**src/rtl/packet_scheduler_pkg.sv**
```systemverilog
// Shared definitions for the packet scheduler and the backscatter encoder.
// Latency: n/a (types and constants only).
// Backpressure: n/a.
package packet_scheduler_pkg;

    // Packet geometry shared with the encoder so both sides agree on frame length.
    localparam int DEF_PACKET_LEN = 64;   // bytes per packet incl. header/padding/metadata
    localparam int DEF_BIT_REPEAT = 24;   // cycles per byte: 8 bits x 3 repeats
    localparam int DEF_GAP_CYCLES = 256;  // idle cycles between packets
    localparam int DEF_MIN_FILL   = 8;    // FIFO level that starts a packet at once
    localparam int DEF_TIMEOUT    = 4096; // wait cycles before a partial FIFO is sent anyway
    localparam int DEF_LEVEL_W    = 10;   // FIFO level width

    localparam int PKT_COUNT_W    = 16;

    typedef enum logic [1:0] {
        ST_IDLE = 2'd0,
        ST_WAIT = 2'd1,
        ST_SEND = 2'd2,
        ST_GAP  = 2'd3
    } sched_state_t;

    // Counter width able to hold a terminal count without truncation.
    function automatic int cnt_width(input int terminal);
        return $clog2(terminal) + 1;
    endfunction

endpackage

```
**src/rtl/packet_scheduler_down_counter.sv**
```systemverilog
// Loadable down counter with zero flag; saturates at zero.
// Latency: load/decrement visible one cycle later; zero flag decoded from the register.
// Backpressure: none; decrement is ignored once the count reaches zero.
module packet_scheduler_down_counter #(
    parameter int WIDTH = 8
) (
    input  logic             clock,
    input  logic             reset,
    input  logic             load_i,
    input  logic [WIDTH-1:0] load_val_i,
    input  logic             dec_i,
    output logic             zero_o
);

    logic [WIDTH-1:0] count_q;
    logic [WIDTH-1:0] count_d;

    // Load wins over decrement; decrement stops at zero so the flag holds.
    always_comb begin
        count_d = count_q;
        if (load_i) begin
            count_d = load_val_i;
        end else if (dec_i && (count_q != '0)) begin
            count_d = count_q - WIDTH'(1);
        end
    end

    // Count register, cleared by the asynchronous reset.
    always_ff @(posedge clock or negedge reset) begin
        if (!reset) begin
            count_q <= '0;
        end else begin
            count_q <= count_d;
        end
    end

    assign zero_o = (count_q == '0);

endmodule

```
**src/rtl/packet_scheduler.sv**
```systemverilog
// Sequences encoder packets: start on fill/timeout, hold trigger one packet, then gap.
// Latency: trigger rises on the edge sampling the start condition in WAIT (>=2 edges from enable).
// Backpressure: none; a started packet always runs to completion, FIFO status ignored while sending.
module packet_scheduler
    import packet_scheduler_pkg::*;
#(
    parameter int PACKET_LEN = DEF_PACKET_LEN,
    parameter int BIT_REPEAT = DEF_BIT_REPEAT,
    parameter int GAP_CYCLES = DEF_GAP_CYCLES,
    parameter int MIN_FILL   = DEF_MIN_FILL,
    parameter int TIMEOUT    = DEF_TIMEOUT,
    parameter int LEVEL_W    = DEF_LEVEL_W
) (
    input  logic                   clock,
    input  logic                   reset,
    input  logic                   enable,
    input  logic [LEVEL_W-1:0]     fifo_level,
    input  logic                   fifo_empty,
    output logic                   trigger,
    output logic                   busy,
    output logic                   pkt_done,
    output logic [PKT_COUNT_W-1:0] pkt_count
);

    // Full 32-bit product so the packet length is never truncated.
    localparam int SEND_CYCLES = PACKET_LEN * BIT_REPEAT;
    localparam int SEND_W      = cnt_width(SEND_CYCLES);
    localparam int GAP_W       = cnt_width(GAP_CYCLES);
    localparam int WAIT_W      = cnt_width(TIMEOUT);

    localparam logic [SEND_W-1:0]  SEND_LAST  = SEND_W'(SEND_CYCLES - 1);
    localparam logic [GAP_W-1:0]   GAP_LAST   = GAP_W'(GAP_CYCLES - 1);
    localparam logic [WAIT_W-1:0]  WAIT_LAST  = WAIT_W'(TIMEOUT - 1);
    localparam logic [LEVEL_W-1:0] MIN_FILL_L = LEVEL_W'(MIN_FILL);

    sched_state_t state_q, state_d;

    logic send_load, gap_load, wait_load;
    logic send_zero, gap_zero, wait_zero;
    logic send_last;
    logic start_cond;

    logic                   trigger_q;
    logic                   busy_q;
    logic                   pkt_done_q;
    logic [PKT_COUNT_W-1:0] pkt_count_q;

    // Send timer: loaded with N-1 on start, reaches zero in the last trigger cycle.
    packet_scheduler_down_counter #(.WIDTH(SEND_W)) u_send_cnt (
        .clock      (clock),
        .reset      (reset),
        .load_i     (send_load),
        .load_val_i (SEND_LAST),
        .dec_i      (state_q == ST_SEND),
        .zero_o     (send_zero)
    );

    // Gap timer: reaches zero in the last idle cycle of the inter-packet gap.
    packet_scheduler_down_counter #(.WIDTH(GAP_W)) u_gap_cnt (
        .clock      (clock),
        .reset      (reset),
        .load_i     (gap_load),
        .load_val_i (GAP_LAST),
        .dec_i      (state_q == ST_GAP),
        .zero_o     (gap_zero)
    );

    // Wait timer counts remaining wait; zero means TIMEOUT-1 cycles have elapsed in WAIT.
    packet_scheduler_down_counter #(.WIDTH(WAIT_W)) u_wait_cnt (
        .clock      (clock),
        .reset      (reset),
        .load_i     (wait_load),
        .load_val_i (WAIT_LAST),
        .dec_i      (state_q == ST_WAIT),
        .zero_o     (wait_zero)
    );

    // An empty FIFO never times out into a packet; a full enough one starts at once.
    assign start_cond = (fifo_level >= MIN_FILL_L) || (!fifo_empty && wait_zero);

    // Next-state logic; disable in WAIT beats a simultaneous start, SEND never aborts.
    always_comb begin
        state_d   = state_q;
        send_load = 1'b0;
        gap_load  = 1'b0;
        wait_load = 1'b0;
        send_last = 1'b0;
        case (state_q)
            ST_IDLE: begin
                if (enable) begin
                    state_d   = ST_WAIT;
                    wait_load = 1'b1;
                end
            end
            ST_WAIT: begin
                if (!enable) begin
                    state_d = ST_IDLE;
                end else if (start_cond) begin
                    state_d   = ST_SEND;
                    send_load = 1'b1;
                end
            end
            ST_SEND: begin
                if (send_zero) begin
                    state_d   = ST_GAP;
                    gap_load  = 1'b1;
                    send_last = 1'b1;
                end
            end
            ST_GAP: begin
                if (gap_zero) begin
                    if (enable) begin
                        state_d   = ST_WAIT;
                        wait_load = 1'b1;
                    end else begin
                        state_d = ST_IDLE;
                    end
                end
            end
            default: state_d = ST_IDLE;
        endcase
    end

    // State and registered outputs; reset drops trigger immediately and never counts a packet.
    always_ff @(posedge clock or negedge reset) begin
        if (!reset) begin
            state_q     <= ST_IDLE;
            trigger_q   <= 1'b0;
            busy_q      <= 1'b0;
            pkt_done_q  <= 1'b0;
            pkt_count_q <= '0;
        end else begin
            state_q    <= state_d;
            trigger_q  <= (state_d == ST_SEND);
            busy_q     <= (state_d == ST_SEND) || (state_d == ST_GAP);
            pkt_done_q <= send_last;
            if (send_last) begin
                pkt_count_q <= pkt_count_q + PKT_COUNT_W'(1);
            end
        end
    end

    assign trigger   = trigger_q;
    assign busy      = busy_q;
    assign pkt_done  = pkt_done_q;
    assign pkt_count = pkt_count_q;

endmodule

```
**config.mk**
```make
export PLATFORM = sky130hd
export DESIGN_NAME = packet_scheduler
export DESIGN_NICKNAME = d
export VERILOG_FILES = /design/src/rtl/packet_scheduler_pkg.sv /design/src/rtl/packet_scheduler_down_counter.sv /design/src/rtl/packet_scheduler.sv
export SDC_FILE = /design/constraint.sdc
export NUM_CORES = 1
export LEC_CHECK = 0
export BUFFER_PORTS_ARGS = -buffer_cell sky130_fd_sc_hd__buf_2
export CELL_PAD_IN_SITES_DETAIL_PLACEMENT = 0
export CELL_PAD_IN_SITES_GLOBAL_PLACEMENT = 2
export CORE_ASPECT_RATIO = 1.25
export CORE_UTILIZATION = 33
export DETAILED_ROUTE_END_ITERATION = 8
export GPL_ROUTABILITY_DRIVEN = 0
export GPL_TIMING_DRIVEN = 0
export HOLD_SLACK_MARGIN = 0.06
export PLACE_DENSITY_LB_ADDON = 0.2
export SETUP_SLACK_MARGIN = 0.4
export SYNTH_ARGS = -nofsm -noshare
export SYNTH_HDL_FRONTEND = slang
export SYNTH_SLANG_ARGS = --single-unit
```
**constraint.sdc**
```tcl
create_clock -name clock -period 2.59 [get_ports clock]
set_input_delay 0.3885 -clock clock [delete_from_list [all_inputs] [get_ports clock]]
set_output_delay 0.3885 -clock clock [all_outputs]
set_load 0.01 [all_outputs]
```
==> metrics.md, run 1 <==
| Metric | Value |
|---|---|
| Initial antenna violation count | `0` |
| Asr flop ratio synth | `100%` |
| Insertion delay of the later-clocked pin in the worst-skew pair | `0.32 ns` |
| Largest clock skew in the final design | `0.0114 ns` |
| Pwr Total | `0.00237 W` |
| Die outline width | `84.5 µm` |
| Slew at the pin with the worst max-slew slack | `0.738 ns` |
| Maximum Capacitance Violations | `0` |
| Number of flops mapped to enable cells by yosys | `0` |
| Placed inst area | `0.00311 mm²` |
| Share of the yosys chip area belonging to registers | `49.0%` |
| Headroom to the max-slew limit | `50.8%` |
| Worst min-delay path class | `primary input to asynchronous set/reset pin` |
| Synthesized area per cell | `10.1 µm²` |
| Unrepaired setup endpoints after global routing | `yes` |
| Antenna viol nets, final | `0` |
| Multiplexer share of the synthesized area | `0.401%` |
| Power per cell area | `633 mW/mm²` |
| CTS H-Tree Depth | `2` |
| Number of buffers added by the clock tree synthesis step | `5` |
| Crit-path most repeated cell | `sky130_fd_sc_hd__or3_4` |
| Initial cell density of the core | `34.1%` |
| Synthesis Warnings | `0` |
| Count of endpoints failing hold in the final timing report | `0` |
| Share of synthesized cell area in full adder, half adder and majority cells | `4.90%` |
| Number of violations reported at the end of detailed-routing iteration 0 | `54` |
| Kind of start point of the critical path | `flop` |
| Pin count of the biggest net entering global routing | `56` |
| Final design utilization | `45.4%` |
| Core region area | `0.00824 mm²` |
| Top FF cell, synth | `sky130_fd_sc_hd__dfrtp_1` |
| Total of fill cells in the finished design | `802` |
| Synth Area in Compound Gates | `6.50%` |
| Count of inserted antenna diode cells | `0` |
| Achievable clock frequency | `416 MHz` |
| First-pass DRT Iterations | `8` |
| Synth top area cells | `sky130_fd_sc_hd__dfrtp_1, sky130_fd_sc_hd__xnor2_1, sky130_fd_sc_hd__nand2_1` |
| Clock input transition at the sequential cells of the worst setup and hold paths | `0.11 ns` |
| Area share of and/or/nand/nor cells after synthesis | `23.5%` |
| Synth top area share | `49.0%` |
| Number of library cell types mapped by synthesis | `43` |
| Cell area after synthesis | `0.00281 mm²` |
| Crit Path Class | `flop to flop` |
| Post-synthesis instance total | `277` |
| Fraction of layout cells with a size suffix above 1 | `37.4%` |
| Net count after synthesis | `302` |
| Worst vdd ir | `0.445 mV` |
| Final worst path period share | `92.7%` |
| Final Critical Period | `2.40 ns` |
| # DRC | `4` |
| Wirelength, routed | `6.27 mm` |
| Number of port buffers | `29` |
| Final cell area excluding filler cells | `0.00374 mm²` |
| Slowest cell on crit path | `sky130_fd_sc_hd__or4bb_4` |
| Status | `finished with violations` |
| Kind of end point of the critical path | `flop` |
| Total global-route track usage | `14.8%` |
| Lkg Pwr | `1.65 nW` |
| Max-slew violation count | `0` |
| Req. time, crit path | `2.80 ns` |
| Violations in the final reports | `DRC` |
| Fraction of synthesized cell area in xor and xnor cells | `12.8%` |
| Worst slack at placement | `-0.0646 ns` |
| Row count | `37` |
| Critical Path, Cell by Cell | `inv_2 -> ha_4 -> or4bb_4 -> or3_4 -> or3_4 -> buf_6 -> buf_4 -> xnor2_1` |
| Critical-path maximum fanout | `5` |
| Overflow after GRT | `0` |
| Vias | `2217` |
| Io pins | `33` |
| Clock Tree Buf Depth | `2` |
| FF+latch area | `0.00138 mm²` |
| Clk Tree Root Cell | `sky130_fd_sc_hd__clkbuf_8` |
| Combinational family with the most area after synthesis | `simple AND/OR/NAND/NOR gates` |
| Area Overhead vs Synth | `33.2%` |
| Final critical-path setup slack | `0.188 ns` |
| CP Data Arrival Time | `2.62 ns` |
| Via count of the first global-routing pass | `2284` |
| Layout Nets | `369` |
| Finish-stage setup viols | `0` |
| Detailed-placement wirelength estimate | `4.00 mm` |
| Die Area | `0.00889 mm²` |
| Sink count of the clock tree | `55` |
| Smallest hold slack | `0.113 ns` |
| Global-route wire length before repair | `10.6 mm` |
| Routed len/inst | `14.2 µm` |
| CTS tree | `built` |
| Number of buffers inserted by hold repair at cts | `0` |
| Synth area leader | `sky130_fd_sc_hd__dfrtp_1` |
| Largest stage delay on the critical path | `0.57 ns` |
| Vias per cell | `5.02` |
| Synthesis-stage register bit count | `55` |
| Area of combinational cells with multiple inputs | `0.00159 mm²` |
| Die Y-Extent | `105 µm` |
-- critical path, delay by kind of cell, from the launching register on --
family                   cells  cell delay, ns
XOR/XNOR                     1            0.11
buffers and inverters        3            0.36
AND/OR/NAND/NOR              3            1.29
flip-flops                   1            0.40
adder cells (fa/ha/maj)      1            0.14
-- per-layer routing --
layer  global-route usage [%]  vias to the layer above  share of wire, %
met1                     17.7                     1079                43
met3                     2.45                       11               2.9
met4                     4.72                        0               1.9
li1                         -                     1091                 -
met2                     26.8                       36                52
met5                        0                        -                 0
-- worst paths after layout --
| check | start | endpoint | slack, ns | cells after the start |
|---|---|---|---|---|
| hold / removal | reset | pkt_count[7] | 0.11 | 1 |
| min in group clock | enable | state_q[0] | 0.44 | 3 |
| max in group asynchronous | reset | state_q[0] | 1.94 | 1 |
| hold reg to reg | pkt_count[15] | pkt_count[15] | 0.46 | 1 |
| setup / recovery | u_send_cnt.count_q[0] | pkt_count[7] | 0.19 | 8 |
| setup reg to reg | u_send_cnt.count_q[0] | pkt_count[7] | 0.19 | 8 |
-- synth_stat cells, types with 2 or more instances --
cell,count
sky130_fd_sc_hd__o211ai_1,3
sky130_fd_sc_hd__inv_1,12
sky130_fd_sc_hd__nand3_1,11
sky130_fd_sc_hd__nor3b_1,2
sky130_fd_sc_hd__o31ai_2,2
sky130_fd_sc_hd__a31oi_1,2
sky130_fd_sc_hd__clkbuf_1,6
sky130_fd_sc_hd__nand4_1,3
sky130_fd_sc_hd__nand2b_1,3
sky130_fd_sc_hd__dfrtp_1,55
sky130_fd_sc_hd__or4_1,8
sky130_fd_sc_hd__nor4_1,7
sky130_fd_sc_hd__or4b_2,3
sky130_fd_sc_hd__xnor2_1,28
sky130_fd_sc_hd__a21oi_1,2
sky130_fd_sc_hd__nand2_1,46
sky130_fd_sc_hd__nor2_1,16
sky130_fd_sc_hd__and2_1,3
sky130_fd_sc_hd__and3_1,4
sky130_fd_sc_hd__buf_2,3
sky130_fd_sc_hd__or3_1,6
sky130_fd_sc_hd__o2111ai_1,2
sky130_fd_sc_hd__xor2_1,13
sky130_fd_sc_hd__o21ai_0,2
sky130_fd_sc_hd__ha_1,11
sky130_fd_sc_hd__nor3_1,7
-- layout make-up --
cell class | instances | share of cell area (%)
multi-input combinational | 201 | 42.5
tap | 97 | 3.24
timing repair buffer | 60 | 11.0
buffer | 9 | 2.64
sequential | 55 | 36.8
clock inverter | 3 | 0.635
inverter | 12 | 1.27
clock buffer | 5 | 1.84
-- cells by family after synthesis --
| logic type | Yosys count |
|---|---|
| flip-flops | 55 |
| XOR/XNOR | 41 |
| AO/OA/AOI/OAI | 22 |
| adder cells (fa/ha/maj) | 11 |
| multiplexers | 1 |
| AND/OR/NAND/NOR | 126 |
| buffers and inverters | 21 |
-- cell usage in the layout, fill, tap and decap left out, types with 3 or more instances in the layout --
| cell type | n |
|---|---|
| sky130_fd_sc_hd__nand4_1 | 3 |
| sky130_fd_sc_hd__xnor2_1 | 28 |
| sky130_fd_sc_hd__ha_1 | 8 |
| sky130_fd_sc_hd__inv_1 | 7 |
| sky130_fd_sc_hd__buf_4 | 28 |
| sky130_fd_sc_hd__dfrtp_1 | 53 |
| sky130_fd_sc_hd__clkbuf_8 | 6 |
| sky130_fd_sc_hd__nand2b_1 | 3 |
| sky130_fd_sc_hd__o211ai_1 | 3 |
| sky130_fd_sc_hd__nor2_1 | 13 |
| sky130_fd_sc_hd__buf_2 | 30 |
| sky130_fd_sc_hd__nand2_1 | 36 |
| sky130_fd_sc_hd__or4_1 | 4 |
| sky130_fd_sc_hd__nor3_1 | 6 |
| sky130_fd_sc_hd__inv_2 | 4 |
| sky130_fd_sc_hd__or3_1 | 4 |
| sky130_fd_sc_hd__xor2_1 | 13 |
| sky130_fd_sc_hd__and3_1 | 4 |
| sky130_fd_sc_hd__nand3_1 | 10 |
| sky130_fd_sc_hd__or4_4 | 4 |
| sky130_fd_sc_hd__buf_6 | 4 |
| sky130_fd_sc_hd__nand2_2 | 8 |
| sky130_fd_sc_hd__buf_8 | 4 |
| sky130_fd_sc_hd__and2_4 | 3 |
| sky130_fd_sc_hd__nor4_1 | 5 |
-- where the power goes --
group          total, W  switching [W]  internal (W)
clock          0.000506       0.000312      0.000194
combinational  0.000855       0.000433      0.000422
sequential      0.00101      0.0000712      0.000938
total           0.00237       0.000816       0.00155
-- per-stage QoR --
step / cells / setup TNS [ns]
floorplan: 277 / 0
global placement: 403 / -0.0795
finish: 442 / 0
detailed placement: 403 / -0.0646
global route: 442 / 0
CTS: 432 / 0
-- state kept, by name (all words and copies together), names as in the netlist --
name and flops:
busy 1, pkt_count 16, u_send_cnt.count_q 12, pkt_done 1, state_q 2, trigger 1, u_gap_cnt.count_q 9, u_wait_cnt.count_q 13
-- repair_timing --
item,in CTS,in global routing
pin swaps,8,15
setup endpoints to repair,46,35
resized for setup,25,57
cloned,1,1
buffers inserted,20,9
Power figures use the tool's default switching activity.
==> run 2: changes to the inputs <==
--- a/config.mk
+++ b/config.mk
@@ -5,12 +5,12 @@
 export SDC_FILE = /design/constraint.sdc
 export NUM_CORES = 1
 export LEC_CHECK = 0
-export BUFFER_PORTS_ARGS = -buffer_cell sky130_fd_sc_hd__buf_2
 export CELL_PAD_IN_SITES_DETAIL_PLACEMENT = 0
 export CELL_PAD_IN_SITES_GLOBAL_PLACEMENT = 2
 export CORE_ASPECT_RATIO = 1.25
-export CORE_UTILIZATION = 33
+export CORE_UTILIZATION = 36
 export DETAILED_ROUTE_END_ITERATION = 8
+export DONT_BUFFER_PORTS = 1
 export GPL_ROUTABILITY_DRIVEN = 0
 export GPL_TIMING_DRIVEN = 0
 export HOLD_SLACK_MARGIN = 0.06
==> run 2 against run 1 <==
  * The flow now finishes without violations
  * Flip-flop and latch count unchanged
  * Combinational power down 9.5%
  * Cell area down 3.0%
  * Worst hold slack better by 0.17 ns
  * Sequential power about the same
  * Cell count down 6.1%
  * Non-clock buffer count down 22
  * Maximum frequency up 1.1%
  * Total power down 3.5%
  * Register-to-register slack better by 0.03 ns
  * First-iteration DRC count up 28%
  * Largest cell class unchanged
  * Sequential share of layout area up 1.2 points
==> metrics.md, run 2 (synthesis results as in run 1) <==
| Metric | Value |
|---|---|
| Status | `completed` |
| Final Critical Period | `2.37 ns` |
| # DRC | `0` |
| Non-filler instance count after layout | `415` |
| Critical register-to-register path startpoint | `state_q[0]` |
| Final worst path period share | `91.7%` |
| Pin count of the biggest net entering global routing | `56` |
| Core region area | `0.00744 mm²` |
| CTS H-Tree Depth | `2` |
| Worst vdd ir | `0.373 mV` |
| Count of inserted antenna diode cells | `0` |
| Count of endpoints failing hold in the final timing report | `0` |
| Max-slew violation count | `0` |
| Leading cell type in the layout, fill and taps excluded | `sky130_fd_sc_hd__dfrtp_1` |
| Clock Tree Buf Depth | `2` |
| Total of fill cells in the finished design | `735` |
| Number of buffers added by the clock tree synthesis step | `5` |
| Die Y-Extent | `101 µm` |
| Kind of start point of the critical path | `flop` |
| Number of instances in the placed design | `369` |
| Largest clock skew in the final design | `0.0132 ns` |
| FF+latch area | `0.00138 mm²` |
| Fraction of layout cells with a size suffix above 1 | `29.4%` |
| Critical Path Sink | `pkt_count[7]` |
| Critical-path maximum fanout | `5` |
| Req. time, crit path | `2.80 ns` |
| Slew at the pin with the worst max-slew slack | `0.524 ns` |
| Launch instance of the worst min-delay path | `enable` |
| Final critical-path setup slack | `0.215 ns` |
| Overflow after GRT | `0` |
| Routing usage on met3 | `3.44%` |
| Levels on crit path | `8` |
| Final cell area excluding filler cells | `0.00363 mm²` |
| Via count of the first global-routing pass | `2143` |
| Achievable clock frequency | `421 MHz` |
| Number of port buffers | `0` |
| Finish-stage setup viols | `0` |
| Met2 track demand over resource | `28.2%` |
| R2r worst-path depth | `8` |
| Sink count of the clock tree | `55` |
| Initial antenna violation count | `0` |
| Critical Path, Cell by Cell | `inv_4 -> ha_4 -> or4bb_4 -> or3_4 -> or3_1 -> buf_6 -> buf_4 -> xnor2_1` |
| GRT met1 Usage | `20.0%` |
| Io pins | `33` |
| CP Data Arrival Time | `2.58 ns` |
| Clk Tree Root Cell | `sky130_fd_sc_hd__clkbuf_8` |
| Slowest cell on crit path | `sky130_fd_sc_hd__or4bb_4` |
| Number of buffer and inverter instances along the worst setup path | `3` |
| Die Area | `0.00816 mm²` |
| Lkg Pwr | `1.59 nW` |
| Area Overhead vs Synth | `29.3%` |
| Largest stage delay on the critical path | `0.55 ns` |
| Number of violations reported at the end of detailed-routing iteration 0 | `69` |
| Wirelength, routed | `6.12 mm` |
| Row count | `35` |
| Antenna viol nets, final | `0` |
| Headroom to the max-slew limit | `64.8%` |
| Power per cell area | `630 mW/mm²` |
| Die outline width | `81.0 µm` |
| Startpoint of the worst setup timing path | `state_q[0]` |
| Unrepaired setup endpoints after global routing | `yes` |
| Most frequent cells in the layout | `sky130_fd_sc_hd__dfrtp_1, sky130_fd_sc_hd__nand2_1, sky130_fd_sc_hd__buf_4, sky130_fd_sc_hd__xnor2_1, sky130_fd_sc_hd__nor2_1` |
| Clock input transition at the sequential cells of the worst setup and hold paths | `0.11 ns` |
| Routed len/inst | `14.8 µm` |
| Endpoint of the lowest-slack register-to-register path | `pkt_count[7]` |
| Placed inst area | `0.00296 mm²` |
| Most used routing layer in global routing | `met2` |
| Layout Nets | `347` |
| Insertion delay of the later-clocked pin in the worst-skew pair | `0.31 ns` |
| Worst min-delay path class | `primary input to flop` |
| Vias | `2109` |
| Maximum Capacitance Violations | `0` |
| Area of combinational cells with multiple inputs | `0.00155 mm²` |
| Kind of end point of the critical path | `flop` |
| First-pass DRT Iterations | `4` |
| Global-route wire length before repair | `10.2 mm` |
| CP delay by family, top | `simple AND/OR/NAND/NOR gates` |
| Initial cell density of the core | `37.7%` |
| Crit Path Class | `flop to flop` |
| Final design utilization | `48.8%` |
| Total global-route track usage | `16.3%` |
| CTS tree | `built` |
| Largest register FFs | `16` |
| Vias per cell | `5.08` |
| Worst reg-to-reg setup slack | `0.22 ns` |
| Detailed-placement wirelength estimate | `3.88 mm` |
| Worst slack at placement | `-0.131 ns` |
## run 2: cell count changes in the layout (fill, tap and decap cells not counted), sizes merged
| cell | before | now |
|---|---|---|
| clkbuf | 8 | 7 |
| clkinvlp | 2 | 0 |
| buf | 66 | 44 |
| dlygate4sd3 | 0 | 1 |
| clkinv | 0 | 2 |
## run 2: per-layer routing
layer	vias to the layer above	share of wire, %
li1	1038	-
met4	0	1.2
met1	1036	43
met2	30	52
met3	5	3.4
met5	-	0
## run 2: area by class of cell
type                       count  area share [%]
sequential                    55            38.0
timing repair buffer          38            9.41
clock inverter                 3           0.620
clock buffer                   5            1.90
inverter                      12            1.31
buffer                         9            2.89
tap                           92            3.17
multi-input combinational    201            42.7
## run 2: through the flow
| step | power, W | hold slack, ns | TNS (ns) |
|---|---|---|---|
| floorplan | 0.00139 | 0.0929 | 0 |
| global route | 0.00244 | 0.317 | 0 |
| finish | 0.00229 | 0.285 | 0 |
| CTS | 0.00217 | 0.273 | 0 |
| global placement | 0.00151 | 0.0941 | -0.257 |
| detailed placement | 0.00151 | 0.0941 | -0.289 |
## run 2: how the worst min path moves through the flow
stage / slack (ns) / cells past startpoint / endpoint
final: 0.28 / 2 / state_q[0]
after global routing: 0.32 / 2 / state_q[0]
after CTS: 0.27 / 2 / state_q[0]
after detailed placement: 0.09 / 0 / pkt_count[7]
after global placement: 0.09 / 0 / pkt_count[9]
after floorplan: 0.09 / 0 / busy
## run 2: timing repair
item,CTS,global route
buffers inserted,16,19
resized for setup,30,36
hold endpoints to repair,55,0
hold buffers,2,0
pin swaps,10,14
setup endpoints to repair,46,32
cloned,0,1
## run 2: where the power goes
| part | total (W) | internal [W] | leakage (nW) | switching, W |
|---|---|---|---|---|
| sequential | 0.00101 | 0.000938 | 0.656 | 0.0000742 |
| clock | 0.000502 | 0.000195 | 0.0485 | 0.000307 |
| combinational | 0.000774 | 0.000383 | 0.890 | 0.000392 |
